--- src/rtl/key_byte_loader.sv ---
// Collects a 1-16 byte ASCII key, pads it to 128 bits with PAD_BYTE, then
// starts key_generator and waits (bounded) for its completion flag.
module key_byte_loader #(
   parameter logic [7:0] PAD_BYTE    = 8'h30,
   parameter int         GEN_TIMEOUT = 32
) (
   input  logic         clk,
   input  logic         n_rst,
   input  logic         byte_valid,
   input  logic [7:0]   byte_data,
   input  logic         key_last,
   output logic         byte_ready,
   output logic [127:0] original_key,
   output logic         WE_key_generation,
   input  logic         generation_done,
   output logic         key_ready,
   output logic         gen_error,
   output logic [4:0]   byte_count
);

   localparam int CNT_W = $clog2(GEN_TIMEOUT);

   typedef enum logic [1:0] {S_LOAD, S_PAD, S_START, S_WAIT} state_t;

   state_t             r_state;
   state_t             w_next;
   logic [4:0]         r_byte_count;
   logic [127:0]       r_key;
   logic               r_key_ready;
   logic               r_gen_error;
   logic [CNT_W-1:0]   r_wait_cnt;

   logic               w_wr_en;
   logic [7:0]         w_wr_byte;
   logic               w_done_hit;
   logic               w_timeout_hit;
   logic               w_idx_last;
   logic               w_cnt_end;
   logic               w_first_byte;
   logic [6:0]         w_hi;

   assign w_idx_last   = (r_byte_count[3:0] == 4'd15);
   assign w_cnt_end    = (r_wait_cnt == CNT_W'(GEN_TIMEOUT - 1));
   assign w_first_byte = (r_state == S_LOAD) && byte_valid && (r_byte_count == 5'd0);
   // Byte index k lives at bits [127-8k -: 8]
   assign w_hi         = 7'd127 - {r_byte_count[3:0], 3'b000};

   always_ff @(posedge clk) begin
      if (!n_rst) r_state <= S_LOAD;
      else        r_state <= w_next;
   end

   always_comb begin
      w_next        = r_state;
      w_wr_en       = 1'b0;
      w_wr_byte     = byte_data;
      w_done_hit    = 1'b0;
      w_timeout_hit = 1'b0;
      case (r_state)
         S_LOAD: begin
            if (byte_valid) begin
               w_wr_en = 1'b1;
               if (key_last || w_idx_last) w_next = w_idx_last ? S_START : S_PAD;
            end
         end
         S_PAD: begin
            w_wr_en   = 1'b1;
            w_wr_byte = PAD_BYTE;
            if (w_idx_last) w_next = S_START;
         end
         S_START: w_next = S_WAIT;
         S_WAIT: begin
            // Completion takes priority over a coincident timeout
            if (generation_done) begin
               w_done_hit = 1'b1;
               w_next     = S_LOAD;
            end else if (w_cnt_end) begin
               w_timeout_hit = 1'b1;
               w_next        = S_LOAD;
            end
         end
         default: w_next = S_LOAD;
      endcase
   end

   always_ff @(posedge clk) begin
      if (!n_rst) begin
         r_byte_count <= 5'd0;
         r_key        <= 128'd0;
         r_key_ready  <= 1'b0;
         r_gen_error  <= 1'b0;
         r_wait_cnt   <= '0;
      end else begin
         if (w_wr_en) begin
            r_key[w_hi -: 8] <= w_wr_byte;
            r_byte_count     <= r_byte_count + 5'd1;
         end
         if (w_first_byte) begin
            r_key_ready <= 1'b0;
            r_gen_error <= 1'b0;
         end
         if (r_state == S_START) begin
            r_byte_count <= 5'd0;
            r_wait_cnt   <= '0;
         end
         if (r_state == S_WAIT) r_wait_cnt <= r_wait_cnt + CNT_W'(1);
         if (w_done_hit)    r_key_ready <= 1'b1;
         if (w_timeout_hit) r_gen_error <= 1'b1;
      end
   end

   assign byte_ready        = (r_state == S_LOAD);
   assign WE_key_generation = (r_state == S_START);
   assign original_key      = r_key;
   assign key_ready         = r_key_ready;
   assign gen_error         = r_gen_error;
   assign byte_count        = r_byte_count;

endmodule

--- config.mk ---
export PLATFORM = sky130hd
export DESIGN_NAME = key_byte_loader
export DESIGN_NICKNAME = d
export VERILOG_FILES = /design/src/rtl/key_byte_loader.sv
export SDC_FILE = /design/constraint.sdc
export NUM_CORES = 1
export LEC_CHECK = 0
export BUFFER_PORTS_ARGS = -buffer_cell sky130_fd_sc_hd__buf_2
export CAP_MARGIN = 20
export CORE_ASPECT_RATIO = 1.5
export CORE_MARGIN = 1.5
export CORE_UTILIZATION = 57
export DETAILED_ROUTE_END_ITERATION = 7
export PLACE_DENSITY = 0.85
export SYNTH_ARGS = -nofsm -noshare
export SYNTH_HDL_FRONTEND = slang
export SYNTH_SLANG_ARGS = --single-unit
--- constraint.sdc ---
create_clock -name clk -period 3.7 [get_ports clk]
set_input_delay 0.925 -clock clk [delete_from_list [all_inputs] [get_ports clk]]
set_output_delay 0.925 -clock clk [all_outputs]
set_load 0.02 [all_outputs]
==> flow_metrics.py <==
metrics = {
    "sta": {
        "finalSetupViolCount": 0,
        "max_slew_margin_pct": 41.1,
        "period_needed_ns": 2.51,
        "fmax_ghz": 0.398,
        "hold_viol": 0,
        "fin_hold_ws_ns": 0.461,
        "worstMarginPinSlew_ns": 0.879,
        "rsz0062_at_grt": "no",
        "skew_ns": 0.00698,
        "setup-tns-final_ns": 0,
        "finalMaxSlewViolations": 0,
        "finalCritPeriodShare_pct": 67.8,
    },
    "die": {
        "start_util_pct": 58.6,
        "die_w_um": 86.1,
        "row_count": 45,
        "die_area_um2": 11000,
        "io_pins": 150,
        "chipHeight_um": 128,
        "core-area_um2": 10100,
    },
    "placement": {
        "hpwl_um": 10200,
        "gp_congestion": 0.834,
        "port_buffers": 149,
    },
    "synth": {
        "avgSynthCellArea_um2": 9.45,
        "syn_nets": 650,
        "yosysSeqAreaShare_pct": 48.2,
        "syn_inst": 625,
        "synth-seq-cells": 142,
        "synth.distinct_cells": 44,
        "netlist_area_um2": 5900,
        "ys_warn_count": 0,
    },
    "detailed_routing": {
        "drtAntennaViolNets": 0,
        "routedWlPerCell_um": 16.5,
        "drt_wl_total_um": 14600,
        "vias": 4886,
        "drc": 0,
        "dr.pass1.iters": 5,
        "vias_per_cell": 5.52,
        "drtIter0Drc": 232,
    },
    "global_route": {
        "grtUsageTotal_pct": 26.6,
        "grt_max_degree": 84,
        "antenna_found_initial": 0,
        "grt_pass1_wl_um": 22700,
        "grt_pass1_vias": 4682,
        "grt_overflow": 0,
    },
    "finish": {
        "area_delta_synth_final_pct": 21.9,
        "diodes": 0,
        "layout_commonest_cell": "buf_2",
        "final_cell_mix": "buf_2 (148), dfxtp_1 (142), nor2b_1 (71)",
        "drive_gt1_share_pct": 25.8,
        "fill_cells": 759,
        "nNetsFinal": 781,
    },
    "worst_setup_path": {
        "crit_start": "byte_count[1]",
        "r2r-start": "byte_count[1]",
        "crit_chain": "ha_1 > ha_1 > nor3b_2 > mux2i_1 > nor2b_1",
        "worst-setup-path-type": "flip-flop to flip-flop",
        "end_kind": "flip-flop",
        "slowest_delay_ns": 0.73,
        "required_ns": 4.00,
        "cp.arrival_ns": 2.81,
        "cp_common_cell": "ha_1",
        "critical_path.slowest_cell": "nor3b_2",
        "worstPathMaxFanout": 17,
        "worst_setup_path_start_kind": "flip-flop",
    },
    "power_and_ir_drop": {
        "p_per_area_nw_per_um2": 601,
        "p_leak_uw": 0.00318,
        "vdd.ir_drop.worst_mv": 0.433,
    },
    "hold_path": {
        "min_from": "original_key[3]",
        "hold_class": "flip-flop to flip-flop",
    },
    "outcome": {
        "outcome": "finished, final reports clean",
    },
    "clocking": {
        "post_cts_buffers": 0,
        "cts_max_level": 4,
        "numClockSinks": 142,
        "cts_tree": "done",
        "clockBufferDepth": 2,
        "cts_buffers": 17,
        "cts_hold_buf": 0,
        "cts_resized": 0,
        "insertion_delay_ns": 0.41,
        "path_clk_slew_ns": 0.06,
        "clock_tree.root_cell": "clkbuf_16",
    },
    "run": {
        "timing.max_cap.violations": 0,
    },
}
## Yosys cell counts, drive strengths merged
| library cell | count | area share, % |
|---|---|---|
| mux2i | 65 | 11 |
| a21oi | 10 | 0.91 |
| a21boi | 16 | 2.0 |
| buf | 22 | 2.7 |
| and2 | 1 | 0.11 |
| clkbuf | 20 | 1.5 |
| nand4 | 6 | 1.4 |
| and2b | 1 | 0.13 |
| a22oi | 1 | 0.13 |
| o32ai | 1 | 0.15 |
| o21ai | 54 | 4.6 |
| inv | 7 | 0.45 |
| nand3b | 1 | 0.13 |
| xnor2 | 1 | 0.15 |
| nor3 | 8 | 0.68 |
| nand2b | 9 | 0.95 |
| ha | 12 | 2.5 |
| a221oi | 1 | 0.15 |
| nor2b | 71 | 7.5 |
| nand4b | 3 | 0.45 |
| a32oi | 1 | 0.15 |
| a211oi | 1 | 0.13 |
| dfxtp | 142 | 48 |
| nand2 | 62 | 3.9 |
| nor4b | 2 | 0.55 |
| nand3 | 54 | 4.8 |
| nor2 | 37 | 2.4 |
| o221a | 1 | 0.19 |
| a21o | 2 | 0.28 |
| or3 | 2 | 0.23 |
| and3 | 4 | 0.42 |
| nor3b | 7 | 1.1 |
## state kept, by name (all words and copies together), names as in the netlist
signal        count
r_wait_cnt        5
original_key    128
key_ready         1
byte_count        5
gen_error         1
r_state           2
## logic make-up (layout without fill, tap and decap cells)
family / count (synthesis) / in the layout / share of synthesized area (%)
fa+ha+maj: 12 / 12 / 2.54
simple gates: 268 / 268 / 24.8
buf+inv: 49 / 192 / 4.60
mux: 65 / 65 / 11.0
xor+xnor: 1 / 1 / 0.148
compound gates: 88 / 88 / 8.69
flops: 142 / 142 / 48.2
## path summary, 6_finish.rpt
path / slack [ns] / cells past startpoint / to
worst max-delay path: 1.19 / 5 / original_key[71]
worst min-delay path: 0.46 / 2 / original_key[3]
worst max register to register: 1.19 / 5 / original_key[71]
worst min register to register: 0.46 / 2 / original_key[3]
## per-stage QoR
step                instance area (um^2)  util [%]  worst slack [ns]  cells  total power, uW
floorplan                           5900         -              1.73    625             2430
global placement                    6600      65.5              1.28    854             2600
detailed placement                  6600      65.5              1.17    854             2630
CTS                                 7190      71.4              1.19    885             4330
global route                        7190      71.4              1.04    885             4490
finish                              7190      71.4              1.19    885             4330
## critical path: cells and delay by family (launching register included)
| kind | cells | cell delay, ns |
|---|---|---|
| AND/OR/NAND/NOR | 2 | 0.80 |
| flip-flops | 1 | 0.72 |
| adder cells (fa/ha/maj) | 2 | 0.56 |
| multiplexers | 1 | 0.31 |
## per-layer routing
layer | vias up | part of all wire (%) | track usage, %
met4 | 0 | 4.0 | 15.0
met3 | 40 | 5.1 | 6.52
li1 | 2395 | - | -
met2 | 172 | 50 | 45.4
met1 | 2279 | 41 | 30.2
met5 | - | 0 | 0
## power by group
part | switching [uW] | total, uW | internal [uW]
logic | 616 | 911 | 295
clock network | 616 | 1700 | 1090
registers | 108 | 1710 | 1600
## final cells by class
type,instances,area (um^2),share of cell area (%)
Sequential cell,142,2840,39.5
Clock buffer,20,457,6.35
Clock inverter,11,140,1.95
Tap cell,117,146,2.04
Multi-Input combinational cell,434,2800,38.9
Inverter,7,26.3,0.365
Timing Repair Buffer,154,786,10.9
Power figures use the tool's default switching activity.
